## src/rtl/rr_reg_write_arbiter.sv

```systemverilog
// Round-robin arbiter sharing the write port of one enabled register among
// NUM_REQ requesters. GNT/E/D are registered and the shared register Q loads D
// one edge later, so request-to-Q latency is two clocks. A grantee that holds
// both REQ and LOCK keeps the grant, and its data is re-captured every edge.
module rr_reg_write_arbiter #(
  parameter int NUM_REQ    = 4,
  parameter int DATA_WIDTH = 8
) (
  input  logic                          C,
  input  logic                          R,
  input  logic [NUM_REQ-1:0]            REQ,
  input  logic [NUM_REQ-1:0]            LOCK,
  input  logic [NUM_REQ*DATA_WIDTH-1:0] REQ_D,
  output logic [NUM_REQ-1:0]            GNT,
  output logic                          E,
  output logic [DATA_WIDTH-1:0]         D,
  output logic [DATA_WIDTH-1:0]         Q
);

  localparam int PW = $clog2(NUM_REQ);

  logic [PW-1:0]           ptr;
  logic [PW-1:0]           gidx;
  logic [PW-1:0]           win;
  logic [PW-1:0]           off;
  logic [PW-1:0]           sel;
  logic [PW-1:0]           ptr_nxt;
  logic [PW:0]             win_sum;
  logic [2*NUM_REQ-1:0]    req_rot2;
  logic [NUM_REQ-1:0]      req_rot;
  logic [NUM_REQ-1:0]      win_oh;
  logic [DATA_WIDTH-1:0]   d_sel;
  logic                    found;
  logic                    lock_hit;

  // Rotate requests so bit 0 is the pointer position, pick the lowest set
  // offset, then map it back to an absolute requester index.
  always_comb begin
    req_rot2 = {REQ, REQ} >> ptr;
    req_rot  = req_rot2[NUM_REQ-1:0];
    found    = |req_rot;
    off      = '0;
    for (int i = NUM_REQ - 1; i >= 0; i--) begin
      if (req_rot[i]) off = PW'(i);
    end
    win_sum = {1'b0, ptr} + {1'b0, off};
    if (win_sum >= (PW+1)'(NUM_REQ)) win_sum = win_sum - (PW+1)'(NUM_REQ);
    win     = win_sum[PW-1:0];
    ptr_nxt = (win == PW'(NUM_REQ - 1)) ? '0 : win + PW'(1);
    win_oh  = {{(NUM_REQ-1){1'b0}}, 1'b1} << win;
  end

  // Lock hold applies only to the current grantee; GNT is one-hot or zero.
  always_comb begin
    lock_hit = |(GNT & REQ & LOCK);
    sel      = lock_hit ? gidx : win;
    d_sel    = '0;
    for (int i = 0; i < NUM_REQ; i++) begin
      if (sel == PW'(i)) d_sel = REQ_D[i*DATA_WIDTH +: DATA_WIDTH];
    end
  end

  // Grant, write-enable, write-data and round-robin pointer registers.
  always_ff @(posedge C or negedge R) begin
    if (!R) begin
      GNT  <= '0;
      gidx <= '0;
      ptr  <= '0;
      E    <= 1'b0;
      D    <= '0;
    end else if (lock_hit) begin
      E <= 1'b1;
      D <= d_sel;
    end else if (found) begin
      GNT  <= win_oh;
      gidx <= win;
      ptr  <= ptr_nxt;
      E    <= 1'b1;
      D    <= d_sel;
    end else begin
      GNT <= '0;
      E   <= 1'b0;
    end
  end

  // Shared enabled register, fed by the registered write port.
  always_ff @(posedge C or negedge R) begin
    if (!R) begin
      Q <= '0;
    end else if (E) begin
      Q <= D;
    end
  end

endmodule

```

## config.mk

```make
export PLATFORM = sky130hd
export DESIGN_NAME = rr_reg_write_arbiter
export DESIGN_NICKNAME = d
export VERILOG_FILES = /design/src/rtl/rr_reg_write_arbiter.sv
export SDC_FILE = /design/constraint.sdc
export NUM_CORES = 1
export LEC_CHECK = 0
export ABC_AREA = 1
export CAP_MARGIN = 20
export CORE_UTILIZATION = 46
export DETAILED_ROUTE_END_ITERATION = 10
export GPL_TIMING_DRIVEN = 0
export HOLD_SLACK_MARGIN = 0.12
export PLACE_DENSITY_LB_ADDON = 0.12
export SYNTH_ARGS = -nofsm -noshare
export SYNTH_HDL_FRONTEND = slang
export SYNTH_SLANG_ARGS = --single-unit
```

## constraint.sdc

```tcl
create_clock -name C -period 3.2 [get_ports C]
set_input_delay 0.64 -clock C [delete_from_list [all_inputs] [get_ports C]]
set_output_delay 0.64 -clock C [all_outputs]
set_load 0.005 [all_outputs]
```

# Yosys cells after proc, flatten, opt, wreduce, memory -nomap -nowiden
# Cells that the tools add are included.
# totals
ff_bits	25
input_bits	42
out_inout_bits	21
word_cells	40
# op_classes
addsub	3
order_cmp	1
eq_ne	4
shifts	2
muxes	16
bitwise_logic	3
reduce_logical	5
# op_table
cell	n
$mux 8	6
$mux 2	7
$and 4x4->4	2
$reduce_or 4->1	2
$shr 8x2->4	1
$eq 2x2->1 const B	3
$mux 4	1
$shl 1x2->4 const A	1
$add 2x2->3	1
$ge 3x3->1 const B	1
$add 2x1->2 const B	1
$eq 2x1->1 const B	1
$logic_not 2->1	1
$mux 1	2
$reduce_and 2->1	1
$reduce_bool 2->1	1
$sub 2x1->2 const B	1
$not 1->1	1

# Longest topological paths before layout
# depth
depth_word	16
ltp_mapped	17
mapped_depth_nobuf	16

# Least setup slack after synthesis
# No wires, ideal clock.
# synth_path
path_kind	in2reg
startpoint	input REQ[1]
endpoint	register D[3]
setup_ps	66
arrival_time_ps	2230
required_ps	3134
slack_ps	904
cell_stages	14
n_path_buf	1
cell_sequence	nand2_1 nand3_1 nand2_1 nand3_1 a21boi_0 ha_1 nor2_1 nor2_4 inv_2 buf_2 nand4_1 nand4_1 nand2_1 nand2_1
# synth_between
elab_chain_len	16
elab_cells_between_ends	25
classes_between	2 x add/sub; 1 x order compare; 3 x eq/ne; 1 x shift; 12 x mux; 2 x bitwise; 4 x reduce/logical
# synth_lines
item	line_no	text
from (decl)	11	input logic [NUM_REQ-1:0] REQ,
$shr 8x2->4 *	39	req_rot2 = {REQ, REQ} >> ptr;
$mux 2 (3 in a row)	44	if (req_rot[i]) off = PW'(i);
$mux 2 *	44	
$add 2x2->3 *	46	win_sum = {1'b0, ptr} + {1'b0, off};
$ge 3x3->1 or $sub 2x1->2 (tied branches)	47	if (win_sum >= (PW+1)'(NUM_REQ)) win_sum = win_sum - (PW+1)'(NUM_REQ);
$mux 2 *	47	
net win_sum[0]	28	logic [PW:0] win_sum;
$mux 2 *	56	sel = lock_hit ? gidx : win;
$logic_not 2->1	59	if (sel == PW'(i)) d_sel = REQ_D[i*DATA_WIDTH +: DATA_WIDTH];
$mux 8 (3 in a row)	59	
$mux 8 *	59	
$mux 8	74	end else if (found) begin
$mux 8 *	71	end else if (lock_hit) begin
to (signal assigned)	73	D <= d_sel;
to (signal assigned)	79	D <= d_sel;
to (decl)	16	output logic [DATA_WIDTH-1:0] D,
# The timed path passes the listed nets; every way through them passes the cells marked *. The select of a mux whose other input is x is not followed.
# A chain may end at the register's enable or synchronous reset.

# Worst setup path after layout
# layout_path
startpoint	input REQ[3]
endpoint	register D[5]
# The elaborated chain is that of the path after synthesis.

==> impl_metrics.yaml <==
timing:
  fin_ws_ps: 428
  slew_headroom: 0.644
  post-route-period-util: 0.866
  setup_viol: 0
  rsz0062_at_grt: "no"
  holdWs_ps: 510
  max_freq_ghz: 0.361
  finalSetupTns_ps: 0
  finalHoldViolCount: 0
  tightestPinTransition_ps: 532
  slew_violations: 0
  fin_crit_ps: 2770
  fin_skew_ps: 11.6
final_layout:
  drive_above_1_share: 0.153
  final_area_mm2: 0.00226
  n_antenna_cell: 0
  layout_common_cells: "clkdlybuf4s50_1, nand2_1, nand3_1"
  layout_commonest_cell: "clkdlybuf4s50_1"
  fin_nets: 297
  area_delta_synth_final_pct: 46.8
die:
  dieHeight_um: 59.8
  rows: 20
  fp.coreArea_mm2: 0.00310
  ios: 63
  die_area_mm2: 0.00358
  start_util: 0.496
  dieWidth_um: 59.8
global_route:
  grt_max_degree: 16
  grt_pass1_wl_um: 5960
  antenna_found_initial: 0
  grtUsageTotal: 0.221
  grt_pass1_vias: 1322
  grt_overflow: 0
power:
  power.density_mw_per_mm2: 1210
  combPwrFrac: 0.726
  p_clk_frac: 0.053
  power.internal_w: 0.00142
  power_switching_w: 0.00131
  swShare: 0.480
  p_leak_nw: 1.00
  p_seq_frac: 0.222
  irDropWorstVdd_mv: 0.639
  power_w: 0.00274
logic_synthesis:
  ys_types: 27
  syn_inst: 182
  ys.flop_type: "dfrtp_1"
  synth_seq_cells: 25
  ys_async_sr_fraction: 1.00
  syn_area_mm2: 0.00154
  synth-edff-count: 0
  synth_nets: 229
  synth_top_cell_area_share: 0.407
  ys_warn_count: 0
  ys_seq_area_frac: 0.407
  avgSynthCellArea_um2: 8.46
  synth_area_leaders: "dfrtp_1, nand2_1, nand3_1, mux2_2, nand4_1"
  yosysTopAreaCell: "dfrtp_1"
flow_run:
  drv_cap: 0
worst_setup_path:
  cpMostUsedCell: "nand2_1"
  required_ps: 3440
  critical_path_class: "input pin to register"
  worst_setup_path_start_kind: "input pin"
  max_stage_delay_ps: 510
  slowest_stage: "clkdlybuf4s50_1"
  setup.worst_path.end_class: "register"
  critical_path_peak_fanout: 10
  cp.arrival_ps: 3010
  cp_cell_sequence: "clkdlybuf4s50_1, nand2_1, nand3_1, nand2_1, nand3_1, a21boi_0, ha_1, nor2_1, nor2_4, inv_2, buf_2, nand3_1, nand4_1, nand2_1, nand2_1"
routing:
  routed_wl_um: 3640
  drtIter0Drc: 80
  num_vias: 1499
  drtPass1Iterations: 4
  via_per_inst: 5.12
  ant_nets: 0
  wl_per_cell_um: 12.4
  drcViolationCount: 0
clock_network:
  cts_tree: "built"
  root_buffer: "clkbuf_4"
  cts_sinks: 25
  hold_buffers: 0
  cts_resized: 0
  clockBufferDepth: 2
  cts_setup_buffers: 0
  clk_pin_slew_ps: 150
  worstSkewPairLatency_ps: 320
  cts_buffers: 3
  htree_levels: 1
min_path:
  hp-class: "register to register"
placement:
  port_buffers: 62
  dp_hpwl_um: 2900
  preCtsSetupSlack_ps: 124
  gp_congestion: 0.770
  dpl_cell_area_mm2: 0.00223
run_status:
  status: "finished clean"
[area by class of cell]
class | count | area (µm²)
Multi-Input combinational cell | 134 | 802
Tap cell | 44 | 55.1
Timing Repair Buffer | 63 | 636
Sequential cell | 25 | 626
Clock inverter | 1 | 7.51
Buffer | 5 | 42.5
Fill cell | 261 | 843
Clock buffer | 3 | 22.5
Inverter | 18 | 68.8
[worst paths after layout]
check | start | slack [ps] | endpoint | cells after the start
hold / removal | gidx[1] | 510 | gidx[1] | 2
min in group asynchronous | R | 640 | Q[6] | 1
hold reg to reg | gidx[1] | 510 | gidx[1] | 2
setup / recovery | REQ[3] | 430 | D[5] | 15
setup reg to reg | ptr[0] | 690 | D[5] | 15
max in group asynchronous | R | 2060 | gidx[0] | 2
[per-stage QoR]
step	cells	util
after global placement	288	0.714
after global routing	293	0.728
final	293	0.728
after detailed placement	289	0.719
after floorplan	182	-
after CTS	293	0.728
[state kept, by name (all words and copies together), names as in the netlist]
register,count
Q,8
gidx,2
E,1
GNT,4
D,8
ptr,2
[worst max-delay path: cells and delay by family]
family          cells  cell delay [ps]
compound gates      1               80
fa+ha+maj           1              370
buf+inv             3              820
simple gates       10             1090
[power by group through the flow]
| stage | Combinational [W] | Clock, W | Sequential, W |
|---|---|---|---|
| 3_5_place_dp | 0.00196 | 0 | 0.000616 |
| 3_3_place_gp | 0.00192 | 0 | 0.000610 |
| 4_1_cts | 0.00197 | 0.000147 | 0.000607 |
| 6_report | 0.00199 | 0.000144 | 0.000606 |
| 5_1_grt | 0.00222 | 0.000159 | 0.000630 |
| 2_1_floorplan | 0.00135 | 0 | 0.000608 |
[cell usage after synthesis (3+ instances only)]
cell / count
a22o_1: 3
buf_6: 3
dfrtp_1: 25
ha_1: 5
inv_1: 12
inv_2: 5
mux2_2: 8
nand2_1: 40
nand2_2: 6
nand3_1: 30
nand4_1: 14
nor2_1: 4
o21ai_0: 11
[kinds of logic (layout without fill, tap and decap cells)]
kind of cell             Yosys count  count (layout)  synth area share
AND/OR/NAND/NOR                  102             102             0.346
flip-flops                        25              25             0.407
buffers and inverters             23              90            0.0723
AO/OA/AOI/OAI                     18              18            0.0699
multiplexers                       8               8            0.0585
adder cells (fa/ha/maj)            5               5            0.0407
XOR/XNOR                           1               1           0.00569
[layer usage]
layer  track usage  up-vias  wire length [µm]
met3        0.0433        2               245
met4        0.0299        0                 3
met1         0.332      677              1750
li1              -      765                 -
met2         0.337       55              1640
met5             0        -                 0
No activity file was read; power rests on OpenSTA's default activity.
==> RTL edit 1 (config.mk and constraints unchanged) <==
The parameter `NUM_REQ` goes from 4 to 16.
--- a/src/rtl/rr_reg_write_arbiter.sv
+++ b/src/rtl/rr_reg_write_arbiter.sv
@@ -3,7 +3,7 @@
 // one edge later, so request-to-Q latency is two clocks. A grantee that holds
 // both REQ and LOCK keeps the grant, and its data is re-captured every edge.
 module rr_reg_write_arbiter #(
-  parameter int NUM_REQ    = 4,
+  parameter int NUM_REQ    = 16,
   parameter int DATA_WIDTH = 8
 ) (
   input  logic                          C,
Interface: changed (resized GNT, LOCK, REQ and REQ_D); port bits go from 63 to 195. The function was not compared with the original's and may differ.
==> RTL edit 1 against the unedited design <==
The flow now finishes with violations (negative setup slack). Area after synthesis grew to 2.6 times the old value. Synthesized cell count increased to 3.6 times the old value. Design area grew to 3.2 times the old value. Wire length grew to 5.5 times the old value. Core utilization up 15 points. Worst setup slack lost 2.0 ns. Sequential cell count rose by 16.
Power is not shown: default switching activity piles up to over one toggle a cycle in this logic, so the estimate is an artifact.
==> RTL edit 1: results (changes against the unedited design) <==
[clock_tree]
cts.clk_slew.worst_paths_ns=0.10  ; -0.05 ns
htree_num_levels=2  ; +1
cts_buffers=5  ; +2

[routing]
wl_per_cell_um=20.0  ; +61%
vias=6139  ; +310%
drt-initial-drc-count=467  ; +480%
dr.pass1.iters=7  ; +3

[global_routing]
grt_pass1_wl_um=28600  ; +380%
grt_max_degree=42  ; +26
grt_pass1_vias=5900  ; +350%

[setup_path]
arrival_ns=4.97  ; +1.96 ns
max_stage_delay_ns=0.42  ; -0.09 ns
crit_slowest_cell=dfrtp_1

[synth]
synthTopCellsByArea=dfrtp_1 (25%), nand2_1 (19%), nand3_1 (12%), nand4_1 (7.6%), nor2_1 (4.9%)
synth_seq_area_share_pct=25.5  ; -15 points
syn_nets=823  ; +260%
synth_xor_area_share_pct=0.652  ; +0.083 points
synthAdderAreaFrac_pct=3.29  ; -0.77 points
synth_compound_area_share_pct=9.32  ; +2.3 points
ys_top_cells_by_count=nand2_1 (208), nand3_1 (97), nor2_1 (53)

[timing]
finClkSkew_ns=0.0167  ; +0.00508 ns
setup_viol=31  ; +31
tns_ns=-25.36  ; -25.36 ns
fin_ws_ns=-1.58  ; -2.01 ns

[layout]
largestRegisters=GNT: 16 flops, D: 8 flops, Q: 8 flops
final_nets=1069  ; +260%
nFillCells=448  ; +72%
drive_above_1_share_pct=23.7  ; +8.5 points

[min_path]
hold_path_class=in2async

[placed_design]
gp_congestion=1.03  ; +34%
io_buffer_count=194  ; +210%

[outcome]
status=finished with violations
violations=negative setup slack

[RTL edit 1: changes by cell type in the layout (fill, tap and decap cells not counted), sizes merged, moves of 22 or more]
cell           before  now
inv                17   57
nand3              33   99
nand4              15   49
clkdlybuf4s50      62  177
buf                 5   56
o21ai              14   39
nor2                6   66
nand2              47  223
a21oi               0   22
[RTL edit 1: layer usage]
metal	vias to the layer above	GRT usage, %	part of all wire, %
li1	2690	-	-
met1	2847	46.3	36
met2	455	70.5	49
met3	147	9.25	9.1
met4	0	22.1	6.5
met5	-	0	0
[RTL edit 1: per-stage QoR]
stage | utilization [%] | setup WS, ns | std cells | hold WS (ns) | area [µm²]
after floorplan | - | -0.780 | 651 | 0.344 | 4150
after global placement | 74.6 | -1.95 | 950 | 0.492 | 6220
after detailed placement | 74.5 | -2.04 | 950 | 0.494 | 6220
after CTS | 85.1 | -1.32 | 995 | 0.483 | 7100
after global routing | 87.7 | -1.86 | 1003 | 0.535 | 7320
final | 87.7 | -1.58 | 1003 | 0.463 | 7320
[RTL edit 1: logic make-up after synthesis]
family | count (synthesis)
AO/OA/AOI/OAI | 71
adder cells (fa/ha/maj) | 10
multiplexers | 8
buffers and inverters | 80
XOR/XNOR | 3
AND/OR/NAND/NOR | 438
flip-flops | 41
[RTL edit 1: worst paths after layout]
path | startpoint | endpoint | slack, ns | cells after the start
setup reg to reg | ptr[1] | D[0] | -1.58 | 37
min in group C | Q[3] | Q[3] | 0.51 | 1
hold / removal | R | D[2] | 0.46 | 1
max in group asynchronous | R | E | 2.14 | 1
setup / recovery | ptr[1] | D[0] | -1.58 | 37
hold reg to reg | Q[3] | Q[3] | 0.51 | 1
[RTL edit 1: repair_timing]
item | in CTS | in global routing
gates resized for setup | 138 | 37
gates cloned | 7 | 0
setup endpoints to repair | 31 | 32
buffers inserted | 30 | 8
pin swaps | 44 | 34
[RTL edit 1: layout make-up]
class	count	share of cell area, %
Clock inverter	3	0.941
Tap cell	105	1.80
Inverter	60	3.59
Multi-Input combinational cell	532	44.1
Clock buffer	5	0.941
Timing Repair Buffer	237	31.9
Buffer	20	2.63
Sequential cell	41	14.0
